$ cat src/rtl/sram_ext_pkg.sv
// Shared constants for the SRAM external-port initiator.
package sram_ext_pkg;
   localparam logic [1:0] ST_IDLE = 2'd0;
   localparam logic [1:0] ST_LOAD = 2'd1;
   localparam logic [1:0] ST_DUMP = 2'd2;
   localparam logic [1:0] ST_FIN  = 2'd3;

   localparam int WORD_BYTES  = 4;
   localparam int MACRO_DEPTH = 128;

   localparam logic MODE_LOAD = 1'b0;
   localparam logic MODE_DUMP = 1'b1;
endpackage

$ cat src/rtl/sram_rd_skid_fifo.sv
// Two-entry skid FIFO that catches SRAM read data for the DUMP stream.
// The head word stays put until it is popped, so the output is stable under backpressure.
module sram_rd_skid_fifo #(
   parameter int DATA_W = 32
) (
   input  logic              clk,
   input  logic              rst,
   input  logic              push,
   input  logic              pop,
   input  logic [DATA_W-1:0] wdata,
   output logic [DATA_W-1:0] rdata,
   output logic [1:0]        count
);
   logic [DATA_W-1:0] mem [2];
   logic              wr_ptr;
   logic              rd_ptr;
   logic              do_push;
   logic              do_pop;

   assign do_pop  = pop && (count != 2'd0);
   assign do_push = push && ((count != 2'd2) || do_pop);
   assign rdata   = mem[rd_ptr];

   // Storage, pointers and occupancy; push+pop together leaves occupancy unchanged.
   always_ff @(posedge clk) begin
      if (rst) begin
         mem[0] <= '0;
         mem[1] <= '0;
         wr_ptr <= 1'b0;
         rd_ptr <= 1'b0;
         count  <= 2'd0;
      end else begin
         if (do_push) begin
            mem[wr_ptr] <= wdata;
            wr_ptr      <= ~wr_ptr;
         end
         if (do_pop) rd_ptr <= ~rd_ptr;
         case ({do_push, do_pop})
            2'b10:   count <= count + 2'd1;
            2'b01:   count <= count - 2'd1;
            default: count <= count;
         endcase
      end
   end
endmodule

$ cat src/rtl/sram_ext_port_ctrl.sv
// External-port initiator: LOAD streams words into consecutive SRAM addresses,
// DUMP reads consecutive words out through a 2-entry skid FIFO with backpressure.
module sram_ext_port_ctrl
   import sram_ext_pkg::*;
#(
   parameter int ADDR_W = 8,
   parameter int DATA_W = 32
) (
   input  logic              clk,
   input  logic              rst,
   input  logic              start,
   input  logic              mode,
   input  logic [63:0]       base_addr,
   input  logic [ADDR_W:0]   num_words,
   output logic              busy,
   output logic              done,
   input  logic              s_valid,
   output logic              s_ready,
   input  logic [DATA_W-1:0] s_data,
   output logic              m_valid,
   input  logic              m_ready,
   output logic [DATA_W-1:0] m_data,
   output logic [63:0]       addr_ext,
   output logic              wen_ext,
   output logic              ren_ext,
   output logic [DATA_W-1:0] wdata_ext,
   input  logic [DATA_W-1:0] rdata_ext
);
   localparam logic [ADDR_W:0] CNT_ZERO = '0;
   localparam logic [ADDR_W:0] CNT_ONE  = {{ADDR_W{1'b0}}, 1'b1};

   logic [1:0]        state, state_nxt;
   logic [ADDR_W-1:0] word_idx;
   logic [ADDR_W:0]   issue_left;   // accesses still to issue (writes or reads)
   logic [ADDR_W:0]   out_left;     // DUMP words still to hand out on m_*
   logic              in_flight;    // read issued last cycle, data on rdata_ext now
   logic [DATA_W-1:0] wdata_q;
   logic [1:0]        fifo_count;
   logic [2:0]        credit_used;
   logic              accept, w_fire, m_fire;
   logic              unused_addr_bits;

   assign unused_addr_bits = ^{base_addr[63:ADDR_W+2], base_addr[1:0]};

   assign accept    = (state == ST_IDLE) && start;
   assign busy      = (state != ST_IDLE);
   assign done      = (state == ST_FIN);
   assign s_ready   = (state == ST_LOAD);
   assign w_fire    = s_ready && s_valid;
   assign wen_ext   = w_fire;
   assign wdata_ext = w_fire ? s_data : wdata_q;
   assign addr_ext  = {{(64-ADDR_W-2){1'b0}}, word_idx, 2'b00};
   assign m_valid   = (fifo_count != 2'd0);
   assign m_fire    = m_valid && m_ready;

   // A word leaving the FIFO this cycle frees its slot, which keeps DUMP at one word per cycle.
   assign credit_used = {2'b00, in_flight} + {1'b0, fifo_count} - {2'b00, m_fire};
   assign ren_ext     = (state == ST_DUMP) && (issue_left != CNT_ZERO) && (credit_used < 3'd2);

   sram_rd_skid_fifo #(.DATA_W(DATA_W)) u_fifo (
      .clk   (clk),
      .rst   (rst),
      .push  (in_flight),
      .pop   (m_fire),
      .wdata (rdata_ext),
      .rdata (m_data),
      .count (fifo_count)
   );

   // Next-state: a zero-length command goes straight to FIN so it still reports done.
   always_comb begin
      state_nxt = state;
      case (state)
         ST_IDLE: if (start) begin
            if (num_words == CNT_ZERO)   state_nxt = ST_FIN;
            else if (mode == MODE_DUMP)  state_nxt = ST_DUMP;
            else                         state_nxt = ST_LOAD;
         end
         ST_LOAD: if (w_fire && (issue_left == CNT_ONE)) state_nxt = ST_FIN;
         ST_DUMP: if (m_fire && (out_left == CNT_ONE))   state_nxt = ST_FIN;
         ST_FIN:  state_nxt = ST_IDLE;
         default: state_nxt = ST_IDLE;
      endcase
   end

   // State, address/length counters, read-in-flight flag and held write data.
   always_ff @(posedge clk) begin
      if (rst) begin
         state      <= ST_IDLE;
         word_idx   <= '0;
         issue_left <= '0;
         out_left   <= '0;
         in_flight  <= 1'b0;
         wdata_q    <= '0;
      end else begin
         state     <= state_nxt;
         in_flight <= ren_ext;
         if (accept) begin
            word_idx   <= base_addr[ADDR_W+1:2];
            issue_left <= num_words;
            out_left   <= num_words;
         end else begin
            if (w_fire || ren_ext) begin
               word_idx   <= word_idx + 1'b1;
               issue_left <= issue_left - CNT_ONE;
            end
            if (m_fire) out_left <= out_left - CNT_ONE;
         end
         if (w_fire) wdata_q <= s_data;
      end
   end
endmodule
$ cat config.mk
export PLATFORM = sky130hd
export DESIGN_NAME = sram_ext_port_ctrl
export DESIGN_NICKNAME = d
export VERILOG_FILES = /design/src/rtl/sram_ext_pkg.sv /design/src/rtl/sram_rd_skid_fifo.sv /design/src/rtl/sram_ext_port_ctrl.sv
export SDC_FILE = /design/constraint.sdc
export NUM_CORES = 1
export LEC_CHECK = 0
export ABC_AREA = 0
export BUFFER_PORTS_ARGS = -buffer_cell sky130_fd_sc_hd__buf_2
export CAP_MARGIN = 20
export CORE_MARGIN = 3
export CORE_UTILIZATION = 44
export CTS_CLUSTER_DIAMETER = 100
export DETAILED_ROUTE_END_ITERATION = 12
export GPL_TIMING_DRIVEN = 0
export PLACE_DENSITY = 0.76
export SETUP_SLACK_MARGIN = 0.02
export SYNTH_ARGS = -nofsm -noshare
export SYNTH_HDL_FRONTEND = slang
export SYNTH_SLANG_ARGS = --single-unit
$ cat constraint.sdc
create_clock -name clk -period 3.4 [get_ports clk]
set_clock_uncertainty 0.15 [all_clocks]
set_input_delay 0.17 -clock clk [delete_from_list [all_inputs] [get_ports clk]]
set_output_delay 0.17 -clock clk [all_outputs]
set_load 0.005 [all_outputs]
======== Yosys cells after proc, flatten, opt, wreduce, memory -nomap -nowiden ========
Memories as Yosys holds them, arrays and structs flattened. A register that Yosys moved wholly into a read port is not among the register bits.
Index checks and enable logic that the tools add are counted.
cells by class
  reductions and logical operators ........ 21
  multiplexer cells ....................... 24
  $mul .................................... 0
  eq/ne operators ......................... 11
  $add $sub $neg .......................... 7
  shift-type cells ........................ 0
  divide/modulo/power cells ............... 0
  $lt $le $gt $ge ......................... 1
  bitwise logic cells ..................... 2
operator list
  operator                                                                      count
  32-bit two-way mux                                                            2
  9-bit two-way mux                                                             4
  32-bit OR reduction                                                           1
  9-bit by 1-bit == test with 1-bit output, second input constant               2
  9-bit by 1-bit subtractor with 9-bit output, second input constant            2
  8-bit two-way mux                                                             2
  2-bit two-way mux                                                             5
  2-bit nonzero test                                                            5
  1-bit logical AND                                                             9
  9-bit zero test                                                               1
  1-bit two-way mux                                                             9
  9-bit nonzero test                                                            1
  8-bit by 1-bit adder with 8-bit output, second input constant                 1
  2-bit case mux with 4 select lines                                            1
  2-bit == test, second input constant                                          3
  2-bit by 1-bit == test with 1-bit output, second input constant               2
  2-bit by 1-bit != test with 1-bit output, second input constant               2
  2-bit != test, second input constant                                          2
  2-bit case mux with 2 select lines                                            1
  1-bit by 2-bit adder with 3-bit output                                        1
  3-bit by 2-bit less-than comparator with 1-bit output, second input constant  1
  3-bit AND reduction                                                           1
  3-bit by 1-bit subtractor with 3-bit output                                   1
  2-bit by 1-bit adder with 2-bit output, second input constant                 1
  4 further kinds                                                               6
word-level totals
  bits in writable memories ............... 64
  bits of input ports ..................... 143
  output and inout port bits .............. 134
  word-level logic and storage cells ...... 76
  bits in read-only memories .............. 0
  bits in registers ....................... 65
  latch bits .............................. 0
  memories kept ........................... 1
memory list
  memory      words  width  rd ports  clocked after Yosys merged registers in  wr ports  line                     RTL
  u_fifo.mem  2      32     1         1                                        2         sram_rd_skid_fifo.sv:14  logic [DATA_W-1:0] mem [2];

======== Longest topological paths before layout ========
  depth in word-level cells ............... 10
  gate-level depth with buffers ........... 11
  mapped depth without buffers ............ 10

======== Cells and area by module ========
Synthesis repeated with hierarchy kept, for this count alone.
second synthesis, totals
  cell total of the unflattened synthesis .. 566
  area, all modules ....................... 6590.1 um2
modules (own cells, without submodules)
  module              times used  cells an instance  area an instance (um2)
  sram_ext_port_ctrl  1           371                3500.9
  sram_rd_skid_fifo   1           195                3089.2

======== Worst setup path before layout ========
Ideal clock, no wire load.
  kind .................................... register to register
  start ................................... register u_fifo.count[1]
  end ..................................... memory u_fifo.mem[0][0], enable pin
  arrival ................................. 2.913 ns
  setup time .............................. 0.466 ns
  cell stages (with the launch flop) ...... 4
  path slack .............................. -0.129 ns
  data required time ...................... 2.784 ns
  cell sequence ........................... dfxtp_1 -> inv_1 -> o31ai_1 -> o21ai_0
RTL lines
  element                   line                     RTL
  start: declaration        sram_rd_skid_fifo.sv:12  output logic [1:0] count
  start signal: assignment  sram_rd_skid_fifo.sv:39  2'b10: count <= count + 2'd1;
  start signal: assignment  sram_rd_skid_fifo.sv:40  2'b01: count <= count - 2'd1;
  start signal: assignment  sram_rd_skid_fifo.sv:41  default: count <= count;
  end: declaration          sram_rd_skid_fifo.sv:14

======== Worst setup path in the final report ========
  start ................................... register u_fifo.count[0]
  end ..................................... output port ren_ext
between the ends
  cells in the longest elaborated chain, start to end .. 5
  elaborated cells between the ends (all ways) .. 6
RTL lines
  element                                                                                         line                      RTL
  parallel branches: the longest is 2 deep, another holds 1-bit by 2-bit adder with 3-bit output  --
  3-bit by 1-bit subtractor with 3-bit output (*)                                                 sram_ext_port_ctrl.sv:57  assign credit_used = {2'b00, in_flight} + {1'b0, fifo_count} - {2'b00, m_fire};
  3-bit by 2-bit less-than comparator with 1-bit output (*)                                       sram_ext_port_ctrl.sv:58  assign ren_ext = (state == ST_DUMP) && (issue_left != CNT_ZERO) && (credit_used < 3'd2);
  1-bit logical AND (*)                                                                           sram_ext_port_ctrl.sv:58
  end: declaration                                                                                sram_ext_port_ctrl.sv:25  output logic ren_ext,
Mark *: on every way between the ends.

==> impl_metrics.toml <==
[worst_setup_path]
critical_path.endpoint_type = "output port"
cp_data_arrival_time_ns = 2.87
cpMaxStageDelayCell = "fa_1"
cp_max_fo = 10
path_class = "reg -> out"
path_cells = "o21ai_4, clkinv_2, ha_1, nand2b_1, fa_1, xnor2_4, o311ai_4, inv_2, buf_6, buf_2"
worst_ep_required_time_ns = 3.08
critPathLaunchType = "flip-flop"
max_stage_delay_ns = 0.45

[power_and_ir_drop]
internal-power_mw = 3.929
p_leak_nw = 4.259
p_switching_mw = 1.908
swShare = 0.3269
seq_power_share = 0.358
comb_power_share = 0.319
p_per_area_nw_per_um2 = 625.7
vdd_drop_max_mv = 0.5089
p_clk_frac = 0.323

[run_status]
status = "complete, no violations"

[floorplan]
start_util = 0.4513
die_w_um = 128.3
die_h_um = 128.3
num_io_pins = 277
fp-row-count = 44
fp.dieArea_um2 = 16470
core_area_um2 = 14590

[sta]
fin_ws_ns = 0.2070
period_needed_ns = 3.193
hold_violations = 0
max_slew_margin = 0.4651
hold_ws_ns = 0.01567
drv_slew = 0
final.setup.tns_ns = 0
maxClockFrequency_mhz = 313.2
rsz0062_at_grt = "false"
max_slew.worst_pin.slew_ns = 0.8023
finalSetupViolations = 0
fin_crit_sh = 0.9391

[placement]
port_buffers = 164
gp_congestion = 0.8578
dp_hpwl_mm = 11.77
preCtsSetupSlack_ns = -0.1887

[logic_synthesis]
avgSynthCellArea_um2 = 9.886
synth_top_cell_area_share = 0.2919
ys_seq_area_frac = 0.4926
synth_warnings = 0
synth_area_leaders = "edfxtp_1 29%, dfxtp_1 20%, nand2_1 6.7%"
synth_edf_count = 64
ys.flop_type = "dfxtp_1"
ys_async_sr_fraction = 0
synth.distinct_cells = 60
synth.most_common_cell = "nand2_1"
netlist_area_um2 = 6584
synth_top_cell_by_area = "edfxtp_1"
ys_seq_elements = 130
synth_top_cells_by_count = "117 x nand2_1, 67 x and2_1, 66 x dfxtp_1"
syn_inst = 666

[final_layout]
final_layout_size_suffix_gt1_frac = 0.3216
area_growth_syn_to_layout_pct = 41.70
nets = 1140

[drt]
drt_iter0_markers = 380
drt.antenna.violating_nets = 0
drtPass1Iterations = 5
wl_per_cell_um = 15.72
postRouteWirelength_mm = 18.59
vias_per_cell = 5.008
vias = 5924
drc = 0

[clock_network]
clockRootBuffer = "clkbuf_16"
cts_buffers = 17
clk_latency_ns = 0.42
clock-sinks = 130
cts_tree = "yes"
path_clk_slew_ns = 0.05
htree_num_levels = 4
clockBufferDepth = 2

[grt]
grt_pass1_wl_mm = 28.97
antenna_found_initial = 0
grtUsageTotal = 0.2241
overflow = 0
grt_max_degree = 33
first_global_vias = 5831

[flow_run]
cap_violations = 0

[worst_hold_path]
hold_path_class = "in -> reg"
==> logic make-up (layout without fill, tap and decap cells) <==
family | Yosys count | in the layout | synth area share
fa+ha+maj | 12 | 12 | 0.02395
mux | 32 | 32 | 0.05473
buf+inv | 108 | 385 | 0.1003
other cells | 1 | 57 | 0.0005696
xor+xnor | 9 | 9 | 0.01197
simple gates | 257 | 257 | 0.1918
compound gates | 117 | 117 | 0.1241
flops | 130 | 130 | 0.4926
==> metrics by stage <==
step / power [mW] / cell area, um2 / std cells / util
3_3_place_gp: 3.796 / 7841 / 1069 / 0.5375
3_5_place_dp: 3.839 / 7880 / 1070 / 0.5401
6_report: 5.838 / 9329 / 1183 / 0.6395
5_1_grt: 6.163 / 9326 / 1182 / 0.6393
4_1_cts: 5.808 / 9313 / 1182 / 0.6383
2_1_floorplan: 3.235 / 6790 / 721 / -
==> cell usage in the layout, fill, tap and decap left out, types with 3 or more instances in the layout <==
cell           count
clkinvlp_4         3
a311oi_1           3
a21o_2             3
nor4_1             6
or4_1              4
a211oi_1          15
edfxtp_1          64
buf_2            169
clkbuf_1          17
a31oi_1            6
buf_4             57
dfxtp_1           65
clkinv_2           3
mux2_2            32
o21ai_0           10
clkbuf_16         17
buf_6              4
o21ai_1            3
nand3_1            8
nor3_1             9
xnor2_1            5
nand2b_1           4
nor2_1            24
a21oi_1           42
clkinv_4           3
or3_1              3
and3_1             3
a211oi_2           6
xor2_1             3
ha_1              11
o211ai_1           5
dlygate4sd3_1     79
o31ai_1            5
bufinv_16          3
and2_1            66
nand2_1          117
conb_1            56
inv_1             13
buf_1              9
==> worst max-delay path, delay by kind of cell (launching register included) <==
| kind | cells | cell delay (ns) |
|---|---|---|
| buffers and inverters | 4 | 0.54 |
| adder cells (fa/ha/maj) | 2 | 0.73 |
| flip-flops | 1 | 0.37 |
| XOR/XNOR | 1 | 0.25 |
| AND/OR/NAND/NOR | 1 | 0.15 |
| AO/OA/AOI/OAI | 2 | 0.40 |
==> flip-flops by register name, summed over array words and instances (netlist names), named ones only <==
name and count:
u_fifo.mem 64, wdata_q 32, issue_left 9, out_left 9
word_idx 8, state 2, u_fifo.count 2, in_flight 1
u_fifo.rd_ptr 1, u_fifo.wr_ptr 1
==> routing by layer <==
metal / vias up / part of all wire / GRT usage
li1: 2857 / - / -
met1: 2755 / 0.39 / 0.2587
met2: 288 / 0.51 / 0.3944
met3: 24 / 0.089 / 0.06500
met4: 0 / 0.016 / 0.08177
met5: - / 0 / 0
==> path summary, 6_finish.rpt <==
check	startpoint	endpoint	slack, ns	cells past startpoint
setup / recovery	u_fifo.count[0]	ren_ext	0.21	10
hold / removal	num_words[5]	out_left[5]	0.02	3
setup reg to reg	u_fifo.count[0]	issue_left[3]	0.50	11
hold reg to reg	wdata_q[3]	wdata_q[3]	0.31	2
==> power groups by stage <==
| stage | clock network (mW) | logic [mW] | registers (mW) |
|---|---|---|---|
| floorplan | 0 | 1.16 | 2.07 |
| global placement | 0 | 1.69 | 2.10 |
| detailed placement | 0 | 1.73 | 2.11 |
| CTS | 1.90 | 1.82 | 2.08 |
| global route | 1.98 | 2.06 | 2.12 |
| finish | 1.88 | 1.86 | 2.09 |
==> repair_timing <==
action,in CTS,in global routing
hold buffers,79,0
buffers inserted,1,0
pin swaps,1,0
endpoints found under the hold margin,115,0
gates resized for setup,4,3
setup endpoints to repair,17,1
==> area by class of cell <==
type	count	area, um2
Clock inverter	12	157.7
Inverter	16	61.31
Clock buffer	20	456.7
Tap cell	184	230.2
Antenna cell	1	2.502
Multi-Input combinational cell	483	2929
Fill cell	1144	5260
Buffer	92	600.6
Sequential cell	130	3244
Timing Repair Buffer	245	1647
Power figures use the tool's default switching activity.
